$ cat config.mk
export PLATFORM = sky130hd
export DESIGN_NAME = station_ctrl_flat
export DESIGN_NICKNAME = d
export VERILOG_FILES = /design/src/rtl/station_if.sv /design/src/rtl/station_ctrl.sv /design/src/flat_wrapper.sv
export SDC_FILE = /design/constraint.sdc
export NUM_CORES = 1
export LEC_CHECK = 0
export CORE_ASPECT_RATIO = 2
export CORE_UTILIZATION = 52
export DETAILED_ROUTE_END_ITERATION = 10
export HOLD_SLACK_MARGIN = 0.1
export PLACE_DENSITY_LB_ADDON = 0.15
export SLEW_MARGIN = 20
export SYNTH_ARGS = -nofsm -noshare
export SYNTH_HDL_FRONTEND = slang
export SYNTH_SLANG_ARGS = --single-unit
$ cat constraint.sdc
create_clock -name clk -period 1.9 [get_ports clk]
set_input_delay 0.38 -clock clk [delete_from_list [all_inputs] [get_ports clk]]
set_output_delay 0.38 -clock clk [all_outputs]
set_load 0.05 [all_outputs]
$ cat src/rtl/station_if.sv
// Station controller bus: operator/line inputs, actuator outputs,
// batch counters and the exposed FSM state.
//
// Signalling: there is no valid/ready handshake on this bus. The line inputs
// are levels, and station_ctrl samples them on every rising clk edge:
//   - start and stop are held levels.
//   - sensor is already synchronised.
//   - part_ok is valid in the last PROCESS cycle.
// The outputs are decoded from registered state and are stable for a whole
// cycle. The exception is eject, which is a one-cycle pulse.
interface station_if #(
  parameter int CNT_W = 8
);
  logic             start;
  logic             stop;
  logic             sensor;
  logic             part_ok;
  logic             motor_on;
  logic             tool_on;
  logic             eject;
  logic             batch_done;
  logic [CNT_W-1:0] count_ok;
  logic [CNT_W-1:0] count_rej;
  logic [2:0]       state;

  // The line or bench drives the inputs and observes everything else.
  modport master (
    output start, stop, sensor, part_ok,
    input  motor_on, tool_on, eject, batch_done, count_ok, count_rej, state
  );

  // The controller side.
  modport slave (
    input  start, stop, sensor, part_ok,
    output motor_on, tool_on, eject, batch_done, count_ok, count_rej, state
  );
endinterface

$ cat src/rtl/station_ctrl.sv
// Assembly-line station controller.
//
// Detects an arriving part from a rising sensor edge and centres it
// (ALIGN, belt running). It then runs the tool with the belt stopped
// (PROCESS) and classifies the part. Finally it waits for the part to leave
// (RELEASE).
//
// Good and rejected parts are counted with saturating counters. The belt
// halts in DONE once BATCH good parts have been produced.
module station_ctrl #(
  parameter int ALIGN_CYCLES = 2,
  parameter int PROC_CYCLES  = 4,
  parameter int BATCH        = 3,
  parameter int CNT_W        = 8
) (
  input logic      clk,
  input logic      reset,
  station_if.slave bus
);

  typedef enum logic [2:0] {
    IDLE    = 3'd0,
    RUN     = 3'd1,
    ALIGN   = 3'd2,
    PROCESS = 3'd3,
    RELEASE = 3'd4,
    DONE    = 3'd5
  } state_t;

  localparam int PMAX = (ALIGN_CYCLES > PROC_CYCLES) ? ALIGN_CYCLES : PROC_CYCLES;
  localparam int PW   = $clog2(PMAX + 1);

  localparam logic [PW-1:0]    ALIGN_LOAD = PW'(ALIGN_CYCLES - 1);
  localparam logic [PW-1:0]    PROC_LOAD  = PW'(PROC_CYCLES - 1);
  localparam logic [CNT_W-1:0] BATCH_CNT  = CNT_W'(BATCH);
  localparam logic [CNT_W-1:0] CNT_MAX    = {CNT_W{1'b1}};

  state_t           st;
  logic             sensor_q;
  logic             stop_pend;
  logic [PW-1:0]    phase;
  logic [CNT_W-1:0] count_ok;
  logic [CNT_W-1:0] count_rej;
  logic             eject;
  logic             part_edge;

  // A new part is a rising edge on the synchronised sensor. Only RUN looks at it.
  assign part_edge = bus.sensor & ~sensor_q;

  // Actuator and status outputs decode the state register directly, so they
  // add no latency.
  assign bus.motor_on   = (st == RUN) || (st == ALIGN) || (st == RELEASE);
  assign bus.tool_on    = (st == PROCESS);
  assign bus.batch_done = (st == DONE);
  assign bus.eject      = eject;
  assign bus.count_ok   = count_ok;
  assign bus.count_rej  = count_rej;
  assign bus.state      = st;

  // Station FSM, phase timer, part counters and eject pulse.
  always_ff @(posedge clk) begin
    if (reset) begin
      st        <= IDLE;
      sensor_q  <= 1'b0;
      stop_pend <= 1'b0;
      phase     <= '0;
      count_ok  <= '0;
      count_rej <= '0;
      eject     <= 1'b0;
    end else begin
      sensor_q <= bus.sensor;
      eject    <= 1'b0;
      case (st)
        IDLE: begin
          if (bus.start && !bus.stop) st <= RUN;
        end
        RUN: begin
          if (bus.stop) begin
            st <= IDLE;
          end else if (part_edge) begin
            st    <= ALIGN;
            phase <= ALIGN_LOAD;
          end
        end
        ALIGN: begin
          if (bus.stop) stop_pend <= 1'b1;
          if (phase == '0) begin
            st    <= PROCESS;
            phase <= PROC_LOAD;
          end else begin
            phase <= phase - 1'b1;
          end
        end
        PROCESS: begin
          if (bus.stop) stop_pend <= 1'b1;
          if (phase == '0) begin
            // part_ok is only meaningful in this final tool cycle.
            st <= RELEASE;
            if (bus.part_ok) begin
              if (count_ok != CNT_MAX) count_ok <= count_ok + 1'b1;
            end else begin
              if (count_rej != CNT_MAX) count_rej <= count_rej + 1'b1;
              eject <= 1'b1;
            end
          end else begin
            phase <= phase - 1'b1;
          end
        end
        RELEASE: begin
          if (!bus.sensor) begin
            stop_pend <= 1'b0;
            if (count_ok == BATCH_CNT)        st <= DONE;
            else if (stop_pend || bus.stop)   st <= IDLE;
            else                              st <= RUN;
          end else if (bus.stop) begin
            stop_pend <= 1'b1;
          end
        end
        DONE: begin
          if (bus.stop) begin
            st <= IDLE;
          end else if (bus.start) begin
            // A new batch starts from zero. IDLE->RUN keeps the counts.
            count_ok  <= '0;
            count_rej <= '0;
            st        <= RUN;
          end
        end
        default: st <= IDLE;
      endcase
    end
  end

endmodule

$ cat src/flat_wrapper.sv
// flat-port wrapper written by rule: the top's interface ports become plain ports
module station_ctrl_flat 
#(
  parameter int ALIGN_CYCLES = 2,
  parameter int PROC_CYCLES  = 4,
  parameter int BATCH        = 3,
  parameter int CNT_W        = 8
)
  (clk, reset, bus_start, bus_stop, bus_sensor, bus_part_ok, bus_motor_on, bus_tool_on, bus_eject, bus_batch_done, bus_count_ok, bus_count_rej, bus_state);
  station_if #(.CNT_W(CNT_W)) bus_i ();
  input logic clk;
  input logic reset;
  input wire logic [$bits(bus_i.start)-1:0] bus_start;
  input wire logic [$bits(bus_i.stop)-1:0] bus_stop;
  input wire logic [$bits(bus_i.sensor)-1:0] bus_sensor;
  input wire logic [$bits(bus_i.part_ok)-1:0] bus_part_ok;
  output wire logic [$bits(bus_i.motor_on)-1:0] bus_motor_on;
  output wire logic [$bits(bus_i.tool_on)-1:0] bus_tool_on;
  output wire logic [$bits(bus_i.eject)-1:0] bus_eject;
  output wire logic [$bits(bus_i.batch_done)-1:0] bus_batch_done;
  output wire logic [$bits(bus_i.count_ok)-1:0] bus_count_ok;
  output wire logic [$bits(bus_i.count_rej)-1:0] bus_count_rej;
  output wire logic [$bits(bus_i.state)-1:0] bus_state;
  assign bus_i.start = bus_start;
  assign bus_i.stop = bus_stop;
  assign bus_i.sensor = bus_sensor;
  assign bus_i.part_ok = bus_part_ok;
  assign bus_motor_on = bus_i.motor_on;
  assign bus_tool_on = bus_i.tool_on;
  assign bus_eject = bus_i.eject;
  assign bus_batch_done = bus_i.batch_done;
  assign bus_count_ok = bus_i.count_ok;
  assign bus_count_rej = bus_i.count_rej;
  assign bus_state = bus_i.state;
  station_ctrl #(.ALIGN_CYCLES(ALIGN_CYCLES), .PROC_CYCLES(PROC_CYCLES), .BATCH(BATCH), .CNT_W(CNT_W)) u_core (.clk(clk), .reset(reset), .bus(bus_i));
endmodule
[After elaboration in Yosys (flattened, before gate mapping)]
Cells that the tools add are included.
Storage, ports and cells
  bits in registers: 25
Cells by class
  add/subtract/negate cells: 3
  equality and inequality tests: 23
  reductions and logical operators: 16
  bitwise operators: 4
  mux-type cells: 30
Operators with widths (number)
  $mux W8: 8
  $mux W3: 13
  $pmux W8 S2: 2
  $pmux W3 S6: 1
  $reduce_and A6 Y1: 3
  $add A8 B1 Y8 const B: 2
  $ne A2 B2 Y1 const B: 8
  $ne A8 B8 Y1 const B: 2
  $ne A2 B1 Y1 const B: 5
  $pmux W3 S3: 1
  $eq A8 B2 Y1 const B: 1
  $eq A3 B2 Y1 const B: 2
  $eq A3 B3 Y1 const B: 2
  $logic_not A3 Y1: 2
  $mux W1: 4
  $reduce_and A4 Y1: 1
  $reduce_bool A2 Y1: 2
  $eq A3 B1 Y1 const B: 1
  $logic_or A1 B1 Y1: 3
  $ne A3 B2 Y1 const B: 1
  $ne A3 B3 Y1 const B: 1
  $not A1 Y1: 3
  $reduce_bool A3 Y1: 1
  $reduce_or A3 Y1: 1
  6 further kinds: 6

[Longest topological paths before layout]
  depth in word-level cells: 5
  depth in mapped cells: 7

[Worst setup path after synthesis]
OpenSTA, ideal clock, no wires.
  path type: reg2out
  start point: reg u_core.st[0], in the netlist u_core.bus.state[0]
  end point: out bus_motor_on
  setup slack: -0.707 ns
  stages on the path, launching flop included: 5
  data arrival time: 2.227 ns
  path buffers: 2
  cells stage by stage: dfxtp_1 buf_4 clkbuf_8 xnor2_1 o21ai_0
Between the ends
  longest elaborated chain between the ends: 3
Ends and longest elaborated chain
  start: declaration: line station_ctrl.sv:38  | state_t st;
  start signal: assignment: line station_ctrl.sv:63  | st <= IDLE;
  start signal: assignment: line station_ctrl.sv:75  | if (bus.start && !bus.stop) st <= RUN;
  start signal: assignment: line station_ctrl.sv:79  | st <= IDLE;
  $eq A3 B1 Y1 / $eq A3 B2 Y1 (equally long branches): line station_ctrl.sv:52  | assign bus.motor_on = (st == RUN) || (st == ALIGN) || (st == RELEASE);
  $logic_or A1 B1 Y1: line station_ctrl.sv:52
  $logic_or A1 B1 Y1 (*): line station_ctrl.sv:52
  end: declaration: line flat_wrapper.sv:17  | output wire logic [$bits(bus_i.motor_on)-1:0] bus_motor_on;
Every way passes the cells marked *; elsewhere a longest branch is shown, timed or not.

[Final worst setup path]
  start point: in bus_stop
  end point: reg u_core.st[0], in the netlist u_core.bus.state[0]
Between the ends
  longest elaborated chain between the ends: 5
Ends and longest elaborated chain
  start: declaration: line flat_wrapper.sv:14  | input wire logic [$bits(bus_i.stop)-1:0] bus_stop;
  $logic_or A1 B1 Y1: line station_ctrl.sv:113  | else if (stop_pend || bus.stop) st <= IDLE;
  $mux W1: line station_ctrl.sv:113
  $mux W3: line station_ctrl.sv:112  | if (count_ok == BATCH_CNT) st <= DONE;
  $mux W3: line station_ctrl.sv:110  | if (!bus.sensor) begin
  $pmux W3 S6: line station_ctrl.sv:73  | case (st)
  end signal: assignment: line station_ctrl.sv:112
  end signal: assignment: line station_ctrl.sv:113
  end signal: assignment: line station_ctrl.sv:114  | else st <= RUN;
Parallel ways exist; a longest one is shown, timed or not. The select of a mux whose other input is x is not followed.
A chain may end at the register's enable or synchronous reset.

==> impl_metrics.yaml <==
run_status:
  outcome: "completed"
pwr:
  p_clk_frac: 0.275
  power_leakage_nw: 0.774
  switching_share: 0.296
  power.switching_w: 0.000340
  vdd_drop_max_v: 0.000627
  power.density_nw_per_um2: 572
  p_int_w: 0.000809
  seq_power_share: 0.479
  p_comb_frac: 0.246
layout:
  synthToLayoutAreaGrowth_pct: 26.9
  layout.nets: 231
  final_cell_mix: "buf_4 (33), dfxtp_1 (21), a21oi_1 (10)"
  diodes: 0
  final_cell_area_sq_um: 2010
  layoutNonFillerInstCount: 250
  drive_above_1_share: 0.259
  final_common_cell: "buf_4"
clocking:
  clockBufferDepth: 2
  ctsHoldBuffers: 0
  cts.sinks: 25
  htreeDepth: 1
  clock-root-buffer: "clkbuf_8"
  insertion_delay_ns: 0.27
  cts_buffers: 3
  cts_tree: "yes"
  clk_transition_reported_paths_ns: 0.09
drt:
  wl_per_cell_microns: 16.4
  drt_wl_total_microns: 4110
  num_vias: 1622
  via_per_inst: 6.49
  drt-initial-drc-count: 66
  antenna_left: 0
  drcViolationCount: 0
  drt_first_pass_iters: 7
timing:
  setup_viol: 0
  max_freq_mhz: 544
  hold_ws_ns: 0.471
  rsz0062_at_grt: "no"
  relSlewSlack: 0.664
  finalHoldViolCount: 0
  period_minus_slack_ns: 1.84
  fin_skew_ns: 0.00317
  report.final.slew_viol_count: 0
  tightest_slew_ns: 0.502
  period_share: 0.968
  setup_tns_ns: 0
grt:
  grt.total_usage: 0.270
  grt_pass1_vias: 1568
  grt_max_degree: 28
  grt_pass1_wl_microns: 6420
  grt_overflow: 0
  grt_antenna_before_repair: 0
worst_setup_path:
  path_common_cell: "or3b_1"
  r2r_end: "u_core.bus.count_ok[0]"
  r2r_slack_ns: 0.13
  timing.rr.start: "u_core.bus.count_ok[1]"
  cp_slowest_cell: "clkdlybuf4s50_1"
  crit_required_ns: 2.08
  worstPathArrival_ns: 2.02
  startpoint: "bus_stop"
  slowest_delay_ns: 0.46
  cp_cell_sequence: "clkdlybuf4s50_1, or3b_1, and3_1, or3b_1, a211oi_1"
  crit_path_start_kind: "input pin"
  cp-end-kind: "register"
  critPathTopFamily: "simple AND/OR/NAND/NOR gates"
  endpoint: "u_core.bus.state[0]"
  path_max_fanout: 4
  crit_buf_inv: 1
  worst-setup-path-type: "in -> reg"
  cp.depth: 5
  worstRegToRegCells: 5
logic_synthesis:
  syn-num-nets: 192
  syn-cell-area_sq_um: 1580
  synthArstFlopShare: 0
  ys_seq_area_frac: 0.316
  yosys_warnings: 0
  synth-seq-cells: 25
  yosysTopAreaCellShare: 0.316
  yosysUniqueCellTypes: 52
  synthTopCellsByArea: "dfxtp_1 (32%), a21oi_1 (3.2%), ha_1 (3.2%)"
  postSynthCellCount: 182
  synth-edff-count: 0
  syn_avg_cell_area_sq_um: 8.70
  synth_flop_cell: "dfxtp_1"
  yosysTopAreaCell: "dfxtp_1"
run:
  max_cap_violations: 0
placed_design:
  dp_cells: 245
  dpl.hpwl_microns: 2990
  portBuffers: 28
  dpl_cell_area_sq_um: 1940
  gp_routability_congestion: 0.865
die:
  die_y_microns: 80.1
  dieArea_sq_um: 3280
  num_rows: 28
  dieWidth_microns: 41.0
  core_area_sq_um: 2940
  start_util: 0.538
  ios: 29
worst_hold_path:
  hold_path_class: "reg -> reg"
-- layout make-up --
cell class	instances	area [sq um]
clock buffers	4	45.0
fillers	271	932
inverters	9	36.3
multi-input cells	138	988
flip-flops and latches	25	505
well taps	30	37.5
repair buffers	44	398
-- synth_stat cells (all sizes together), types with 5 or more instances --
cell	count
dfxtp	25
a21oi	10
inv	9
nor2	9
nand2b	8
nand3	8
nand2	7
nor3	7
o21ai	7
a211oi	6
and3	6
buf	5
clkbuf	5
nand3b	5
nand4	5
-- worst register-to-register path, delay by kind of cell, from the launching register on --
| kind | cells | cell delay [ns] |
|---|---|---|
| compound gates | 3 | 0.88 |
| fa+ha+maj | 1 | 0.26 |
| flops | 1 | 0.40 |
| simple gates | 1 | 0.15 |
-- power by group through the flow --
| stage | Sequential [W] | Clock [W] | Combinational (W) |
|---|---|---|---|
| finish | 0.000551 | 0.000316 | 0.000283 |
| global route | 0.000553 | 0.000344 | 0.000302 |
| CTS | 0.000551 | 0.000322 | 0.000281 |
| detailed placement | 0.000563 | 0 | 0.000278 |
| global placement | 0.000562 | 0 | 0.000271 |
| floorplan | 0.000581 | 0 | 0.000162 |
-- logic make-up (layout without fill, tap and decap cells) --
| group | after synthesis | count (layout) | share of synthesized area |
|---|---|---|---|
| xor gates and xnor gates | 1 | 1 | 0.00553 |
| and+or+nand+nor | 78 | 78 | 0.315 |
| AOI/OAI and AO/OA | 53 | 53 | 0.247 |
| buffers and inverters | 19 | 57 | 0.0719 |
| DFF | 25 | 25 | 0.316 |
| adders and majority gates | 4 | 4 | 0.0316 |
| muxes | 2 | 2 | 0.0126 |
-- per-layer routing --
layer	wire length (microns)	vias to the layer above	part of all wire	track usage
met5	0	-	0	0
met1	1560	763	0.38	0.297
met3	243	8	0.059	0.0304
met2	2230	73	0.54	0.467
met4	76	0	0.018	0.127
li1	-	778	-	-
-- worst min path at each step --
stage / start / endpoint / depth (start not counted)
6_report: u_core.phase[1] / u_core.phase[1] / 2
4_1_cts: u_core.bus.count_rej[0] / u_core.bus.count_rej[0] / 1
2_1_floorplan: u_core.phase[1] / u_core.phase[1] / 2
3_5_place_dp: u_core.bus.count_rej[0] / u_core.bus.count_rej[0] / 1
5_1_grt: u_core.phase[1] / u_core.phase[1] / 2
3_3_place_gp: u_core.phase[1] / u_core.phase[1] / 2
-- registers in the layout, summed over array words and instances, names as in the netlist --
name / cells
u_core.bus.count_rej: 8
u_core.bus.count_ok: 8
u_core.sensor_q: 1
u_core.phase: 3
u_core.bus.eject: 1
u_core.bus.state: 3
u_core.stop_pend: 1
-- through the flow --
stage / setup slack (ns) / power, W / utilization
CTS: 0.0145 / 0.00115 / 0.677
detailed placement: -0.185 / 0.000841 / 0.660
finish: 0.0609 / 0.00115 / 0.683
global placement: -0.135 / 0.000833 / 0.660
global route: 0.00238 / 0.00120 / 0.683
floorplan: 0.00453 / 0.000743 / -
-- what timing repair did --
| action | CTS | global route |
|---|---|---|
| pin swaps | 0 | 3 |
| resized for setup | 2 | 2 |
| endpoints found under the setup margin | 2 | 3 |
| buffers inserted | 0 | 1 |
Power figures use the tool's default switching activity.
